**src/rtl/decode_queue.sv**
```systemverilog
`default_nettype none
// +--------------------------------------------------------------------------+
// | Module      : decode_queue                                               |
// | Description : Registered RV32I decode stage. Fetched words are decoded   |
// |               combinationally and pushed, with their PC, into a          |
// |               DEPTH-entry FIFO whose head drives the outputs. The FIFO   |
// |               uses a valid/ready handshake on both sides and supports a  |
// |               synchronous flush.                                         |
// | Options     : DECODE_SYSTEM_EN - when defined, opcode 1110011 decodes as |
// |               SYSTEM; otherwise it is flagged illegal.                   |
// | Revision    : 1.0 - initial release                                      |
// +--------------------------------------------------------------------------+
module decode_queue #(
  parameter int XLEN  = 32,
  parameter int DEPTH = 2
) (
  input  logic                     clk,
  input  logic                     rst,
  input  logic                     flush,
  input  logic                     in_valid,
  output logic                     in_ready,
  input  logic [31:0]              in_instr,
  input  logic [XLEN-1:0]          in_pc,
  output logic                     out_valid,
  input  logic                     out_ready,
  output logic [31:0]              out_instr,
  output logic [XLEN-1:0]          out_pc,
  output logic [3:0]               out_inst_type,
  output logic [2:0]               out_imm_type,
  output logic [4:0]               out_rd,
  output logic [4:0]               out_rs1,
  output logic [4:0]               out_rs2,
  output logic [2:0]               out_func3,
  output logic [6:0]               out_func7,
  output logic [XLEN-1:0]          out_imm,
  output logic                     out_illegal,
  output logic [$clog2(DEPTH):0]   out_count
);

  localparam int c_ptr_w = $clog2(DEPTH);
  localparam int c_cnt_w = c_ptr_w + 1;
  localparam logic [c_cnt_w-1:0] c_full = c_cnt_w'(DEPTH);

  localparam logic [6:0] c_op_load   = 7'b0000011;
  localparam logic [6:0] c_op_store  = 7'b0100011;
  localparam logic [6:0] c_op_reg    = 7'b0110011;
  localparam logic [6:0] c_op_imm    = 7'b0010011;
  localparam logic [6:0] c_op_branch = 7'b1100011;
  localparam logic [6:0] c_op_jal    = 7'b1101111;
  localparam logic [6:0] c_op_jalr   = 7'b1100111;
  localparam logic [6:0] c_op_lui    = 7'b0110111;
  localparam logic [6:0] c_op_auipc  = 7'b0010111;
`ifdef DECODE_SYSTEM_EN
  localparam logic [6:0] c_op_system = 7'b1110011;
`endif

  typedef struct packed {
    logic [31:0]     instr;
    logic [XLEN-1:0] pc;
    logic [3:0]      inst_type;
    logic [2:0]      imm_type;
    logic [4:0]      rd;
    logic [4:0]      rs1;
    logic [4:0]      rs2;
    logic [2:0]      func3;
    logic [6:0]      func7;
    logic [XLEN-1:0] imm;
    logic            illegal;
  } entry_t;

  // Widen a 32-bit already sign-extended immediate to XLEN.
  function automatic logic [XLEN-1:0] sext(input logic [31:0] v);
    return XLEN'($signed(v));
  endfunction

  logic [6:0]  w_opcode;
  logic [2:0]  w_func3;
  logic [6:0]  w_func7;
  logic [31:0] w_imm_i, w_imm_s, w_imm_b, w_imm_j, w_imm_u;
  logic        w_legal;
  entry_t      w_dec;

  assign w_opcode = in_instr[6:0];
  assign w_func3  = in_instr[14:12];
  assign w_func7  = in_instr[31:25];
  assign w_imm_i  = {{20{in_instr[31]}}, in_instr[31:20]};
  assign w_imm_s  = {{20{in_instr[31]}}, in_instr[31:25], in_instr[11:7]};
  assign w_imm_b  = {{19{in_instr[31]}}, in_instr[31], in_instr[7],
                     in_instr[30:25], in_instr[11:8], 1'b0};
  assign w_imm_j  = {{11{in_instr[31]}}, in_instr[31], in_instr[19:12],
                     in_instr[20], in_instr[30:21], 1'b0};
  assign w_imm_u  = {in_instr[31:12], 12'b0};

  // Decode the incoming word; any illegal encoding collapses to the illegal bundle.
  always_comb begin
    w_dec       = '0;
    w_legal     = 1'b1;
    w_dec.instr = in_instr;
    w_dec.pc    = in_pc;
    case (w_opcode)
      c_op_load: begin
        w_dec.inst_type = 4'b0001;
        w_dec.imm_type  = 3'b000;
        w_dec.rd        = in_instr[11:7];
        w_dec.rs1       = in_instr[19:15];
        w_dec.func3     = w_func3;
        w_dec.imm       = sext(w_imm_i);
        w_legal         = !(w_func3 == 3'b011 || w_func3 == 3'b110 || w_func3 == 3'b111);
      end
      c_op_store: begin
        w_dec.inst_type = 4'b0010;
        w_dec.imm_type  = 3'b001;
        w_dec.rs1       = in_instr[19:15];
        w_dec.rs2       = in_instr[24:20];
        w_dec.func3     = w_func3;
        w_dec.imm       = sext(w_imm_s);
        w_legal         = (w_func3 <= 3'b010);
      end
      c_op_reg: begin
        w_dec.inst_type = 4'b0011;
        w_dec.imm_type  = 3'b010;
        w_dec.rd        = in_instr[11:7];
        w_dec.rs1       = in_instr[19:15];
        w_dec.rs2       = in_instr[24:20];
        w_dec.func3     = w_func3;
        w_dec.func7     = w_func7;
        w_legal         = (w_func7 == 7'b0000000) ||
                          (w_func7 == 7'b0100000 &&
                           (w_func3 == 3'b000 || w_func3 == 3'b101));
      end
      c_op_imm: begin
        w_dec.inst_type = 4'b0100;
        w_dec.imm_type  = 3'b000;
        w_dec.rd        = in_instr[11:7];
        w_dec.rs1       = in_instr[19:15];
        w_dec.func3     = w_func3;
        w_dec.imm       = sext(w_imm_i);
        // Shifts carry a func7-like selector in imm[11:5]; expose it there.
        if (w_func3 == 3'b001) begin
          w_dec.func7 = w_func7;
          w_legal     = (w_func7 == 7'b0000000);
        end else if (w_func3 == 3'b101) begin
          w_dec.func7 = w_func7;
          w_legal     = (w_func7 == 7'b0000000) || (w_func7 == 7'b0100000);
        end
      end
      c_op_branch: begin
        w_dec.inst_type = 4'b0101;
        w_dec.imm_type  = 3'b011;
        w_dec.rs1       = in_instr[19:15];
        w_dec.rs2       = in_instr[24:20];
        w_dec.func3     = w_func3;
        w_dec.imm       = sext(w_imm_b);
        w_legal         = !(w_func3 == 3'b010 || w_func3 == 3'b011);
      end
      c_op_jal: begin
        w_dec.inst_type = 4'b0110;
        w_dec.imm_type  = 3'b100;
        w_dec.rd        = in_instr[11:7];
        w_dec.imm       = sext(w_imm_j);
      end
      c_op_jalr: begin
        w_dec.inst_type = 4'b0111;
        w_dec.imm_type  = 3'b000;
        w_dec.rd        = in_instr[11:7];
        w_dec.rs1       = in_instr[19:15];
        w_dec.func3     = w_func3;
        w_dec.imm       = sext(w_imm_i);
        w_legal         = (w_func3 == 3'b000);
      end
      c_op_lui: begin
        w_dec.inst_type = 4'b1000;
        w_dec.imm_type  = 3'b101;
        w_dec.rd        = in_instr[11:7];
        w_dec.imm       = sext(w_imm_u);
      end
      c_op_auipc: begin
        w_dec.inst_type = 4'b1001;
        w_dec.imm_type  = 3'b101;
        w_dec.rd        = in_instr[11:7];
        w_dec.imm       = sext(w_imm_u);
      end
`ifdef DECODE_SYSTEM_EN
      c_op_system: begin
        w_dec.inst_type = 4'b1010;
        w_dec.imm_type  = 3'b000;
        w_dec.rd        = in_instr[11:7];
        w_dec.rs1       = in_instr[19:15];
        w_dec.func3     = w_func3;
        w_dec.imm       = sext(w_imm_i);
      end
`endif
      default: w_legal = 1'b0;
    endcase
    if (!w_legal) begin
      w_dec          = '0;
      w_dec.instr    = in_instr;
      w_dec.pc       = in_pc;
      w_dec.imm_type = 3'b111;
      w_dec.illegal  = 1'b1;
    end
  end

  logic [c_ptr_w-1:0] head_q, head_d, tail_q, tail_d;
  logic [c_cnt_w-1:0] count_q, count_d;
  entry_t             mem_q [DEPTH];
  entry_t             mem_d [DEPTH];
  logic               w_push, w_pop;
  entry_t             w_head;

  assign in_ready  = (count_q != c_full);
  assign out_valid = (count_q != '0);
  assign w_push    = in_valid && in_ready && !flush;
  assign w_pop     = out_valid && out_ready && !flush;

  // Next-state for pointers, occupancy and storage; flush wins over push/pop.
  always_comb begin
    head_d  = head_q;
    tail_d  = tail_q;
    count_d = count_q;
    mem_d   = mem_q;
    if (flush) begin
      head_d  = '0;
      tail_d  = '0;
      count_d = '0;
    end else begin
      if (w_push) begin
        mem_d[tail_q] = w_dec;
        tail_d        = tail_q + 1'b1;
      end
      if (w_pop) begin
        head_d = head_q + 1'b1;
      end
      if (w_push && !w_pop) begin
        count_d = count_q + 1'b1;
      end else if (w_pop && !w_push) begin
        count_d = count_q - 1'b1;
      end
    end
  end

  // Queue state registers with asynchronous active-low clear.
  always_ff @(posedge clk or negedge rst) begin
    if (!rst) begin
      head_q  <= '0;
      tail_q  <= '0;
      count_q <= '0;
      for (int i = 0; i < DEPTH; i++) begin
        mem_q[i] <= '0;
      end
    end else begin
      head_q  <= head_d;
      tail_q  <= tail_d;
      count_q <= count_d;
      mem_q   <= mem_d;
    end
  end

  // Payload is forced to zero whenever the queue is empty.
  assign w_head        = out_valid ? mem_q[head_q] : '0;
  assign out_instr     = w_head.instr;
  assign out_pc        = w_head.pc;
  assign out_inst_type = w_head.inst_type;
  assign out_imm_type  = w_head.imm_type;
  assign out_rd        = w_head.rd;
  assign out_rs1       = w_head.rs1;
  assign out_rs2       = w_head.rs2;
  assign out_func3     = w_head.func3;
  assign out_func7     = w_head.func7;
  assign out_imm       = w_head.imm;
  assign out_illegal   = w_head.illegal;
  assign out_count     = count_q;

endmodule
`default_nettype wire

```
**config.mk**
```make
export PLATFORM = sky130hd
export DESIGN_NAME = decode_queue
export DESIGN_NICKNAME = d
export VERILOG_FILES = /design/src/rtl/decode_queue.sv
export SDC_FILE = /design/constraint.sdc
export NUM_CORES = 1
export LEC_CHECK = 0
export CORE_MARGIN = 5
export CORE_UTILIZATION = 50
export CTS_CLUSTER_SIZE = 40
export DETAILED_ROUTE_END_ITERATION = 8
export GPL_ROUTABILITY_DRIVEN = 0
export GPL_TIMING_DRIVEN = 0
export PLACE_DENSITY = 0.74
export SETUP_SLACK_MARGIN = 0.15
export SLEW_MARGIN = 20
export SYNTH_ARGS = -nofsm -noshare
export SYNTH_HDL_FRONTEND = slang
export SYNTH_SLANG_ARGS = --single-unit
```
**constraint.sdc**
```tcl
create_clock -name clk -period 4.6 [get_ports clk]
set_input_delay 0.92 -clock clk [delete_from_list [all_inputs] [get_ports clk]]
set_output_delay 0.92 -clock clk [all_outputs]
set_load 0.02 [all_outputs]
```
==> results_dict.tcl <==
set metrics [dict create \
    grt_pass1_wl_um 61700 \
    fp-row-count 58 \
    firstDrtPassIters 5 \
    synth_edf_count 0 \
    outcome "finished clean" \
    maxCapViolCount 0 \
    slew_headroom_pct 32.5 \
    synth_top_area_share_pct 51.9 \
    post-route-drc-count 0 \
    core-area_mm2 0.0250 \
    drv_slew 0 \
    yosys.cell_types.count 60 \
    pre_cts_ws_ns 0.844 \
    netlist_area_mm2 0.0126 \
    hold_ws_ns 0.335 \
    cts_buffer_depth 3 \
    yosysTopAreaCell "dfrtp_1" \
    critPathMaxFanout 10 \
    worst_slack_ns 0.273 \
    finalHoldViolCount 0 \
    fp.dieH_um 169 \
    cts_tree "built" \
    syn_inst 1385 \
    final_cell_mix "nand2_1, dfrtp_1, clkdlybuf4s50_1" \
    rsz0062_at_grt "false" \
    drt-total-wl_um 39200 \
    h-tree-depth 1 \
    place_inst 1914 \
    drt_iter0_drc 1031 \
    worst_slew_pin_slew_ns 1.01 \
    leakage_nw 7.08 \
    hold_path_class "input port to async pin" \
    cts.sink_count 262 \
    fin_cells 1963 \
    n_antenna_cell 0 \
    seq_area_frac_synth_pct 51.9 \
    cts_made_buffers 28 \
    port_buffers 197 \
    wl_per_cell_um 20.0 \
    antenna_found_initial 1 \
    dp_hpwl_um 27600 \
    skew_ns 0.0247 \
    worstSetupStartpointType "flop" \
    ir_drop_uv 297 \
    final_common_cell "nand2_1" \
    dieArea_mm2 0.0286 \
    syn_nets 1454 \
    grt.total_usage_pct 27.1 \
    worst-setup-path-type "flop to output port" \
    vias 11100 \
    start_util_pct 50.5 \
    post_cts_buffers 0 \
    clkTransAtPathRegs_ns 0.06 \
    fin_setup_tns_ns 0 \
    drive_above_1_share_pct 6.43 \
    post-route-util_pct 64.2 \
    first_global_vias 11000 \
    ys_seq_elements 262 \
    synth_area_per_cell_um2 9.12 \
    nNetsFinal 1683 \
    endpoint_kind "output port" \
    yosys_most_used_dff "dfrtp_1" \
    syn_to_final_growth_pct 27.3 \
    timing.fmax_ghz 0.231 \
    vias_per_cell 5.63 \
    root_buffer "clkbuf_16" \
    ant_nets 0 \
    netlist_top_cells_area "dfrtp_1, nand2_1, mux2i_1" \
    synth.yosys.warnings 0 \
    p_per_area_mw_per_mm2 403 \
    cp_data_arrival_time_ns 3.41 \
    grt_max_degree 101 \
    setup_violations 0 \
    clk_latency_ns 0.54 \
    ios 202 \
    overflow 0 \
    die_w_um 169 \
    cp.required_ns 3.68 \
    period_needed_ns 4.33 \
    ys_async_sr_fraction_pct 100 \
    period_share_pct 94.1 \
]
-- worst max-delay path, cell delays in order (launching register included) --
cell and delay (ns):
dfrtp_1 0.32, clkbuf_1 0.15, clkbuf_1 0.61, buf_1 0.76
mux2i_1 0.23, nor2_1 0.16, clkdlybuf4s50_1 0.63
-- kinds of logic after synthesis --
family / Yosys count / share of synthesized area [%]
muxes: 132 / 10.5
buffers and inverters: 110 / 3.74
xor gates and xnor gates: 4 / 0.277
and+or+nand+nor: 684 / 22.0
DFF: 262 / 51.9
AOI/OAI and AO/OA: 193 / 11.6
-- synth_stat cells, types with 20 or more instances --
cell type / number
nand2_1: 460
dfrtp_1: 262
nor2_1: 160
mux2i_1: 130
clkbuf_1: 58
o21ai_0: 35
a22oi_1: 27
a21oi_1: 22
a32o_1: 21
buf_1: 21
buf_2: 21
o31ai_1: 20
-- metrics by stage --
stage | total power, mW | cell area (um^2)
2_1_floorplan | 3.54 | 12600
3_3_place_gp | 4.04 | 15000
3_5_place_dp | 4.07 | 15100
4_1_cts | 6.50 | 16100
5_1_grt | 6.76 | 16100
6_report | 6.48 | 16100
-- power breakdown --
part	switching [mW]	total (mW)	internal (mW)
logic	0.740	1.23	0.488
registers	0.181	2.82	2.64
clock network	0.913	2.43	1.52
-- path summary, 6_finish.rpt --
kind / slack [ns] / depth (start not counted) / end / from
max in group asynchronous: 3.36 / 2 / mem_q[83] / rst
worst min register to register: 0.47 / 2 / mem_q[94] / mem_q[94]
worst max register to register: 1.86 / 6 / mem_q[193] / out_count[1]
worst max-delay path: 0.27 / 6 / out_func7[5] / head_q
min in group clk: 0.47 / 2 / mem_q[94] / mem_q[94]
worst min-delay path: 0.34 / 1 / mem_q[48] / rst
-- final cells by class --
cell class	instances	area (um^2)
Buffer	105	455
Timing Repair Buffer	199	2030
Tap cell	330	413
Inverter	5	18.8
Clock inverter	10	175
Fill cell	2094	8960
Clock buffer	39	823
Multi-Input combinational cell	1013	5610
Sequential cell	262	6560
-- flip-flops by register name, summed over array words and instances, names as in the netlist --
name / count
mem_q: 258
out_count: 2
head_q: 1
tail_q: 1
-- routing by layer --
layer	track usage (%)	routed length, um
met1	38.8	16700
met2	42.2	18000
met3	4.69	3220
met4	9.00	1330
met5	0	13
-- timing repair --
| action | 4_1_cts | 5_1_grt |
|---|---|---|
| resized for setup | 0 | 2 |
| hold buffers | 0 | 0 |
| setup endpoints to repair | 0 | 2 |
Power figures use the tool's default switching activity.
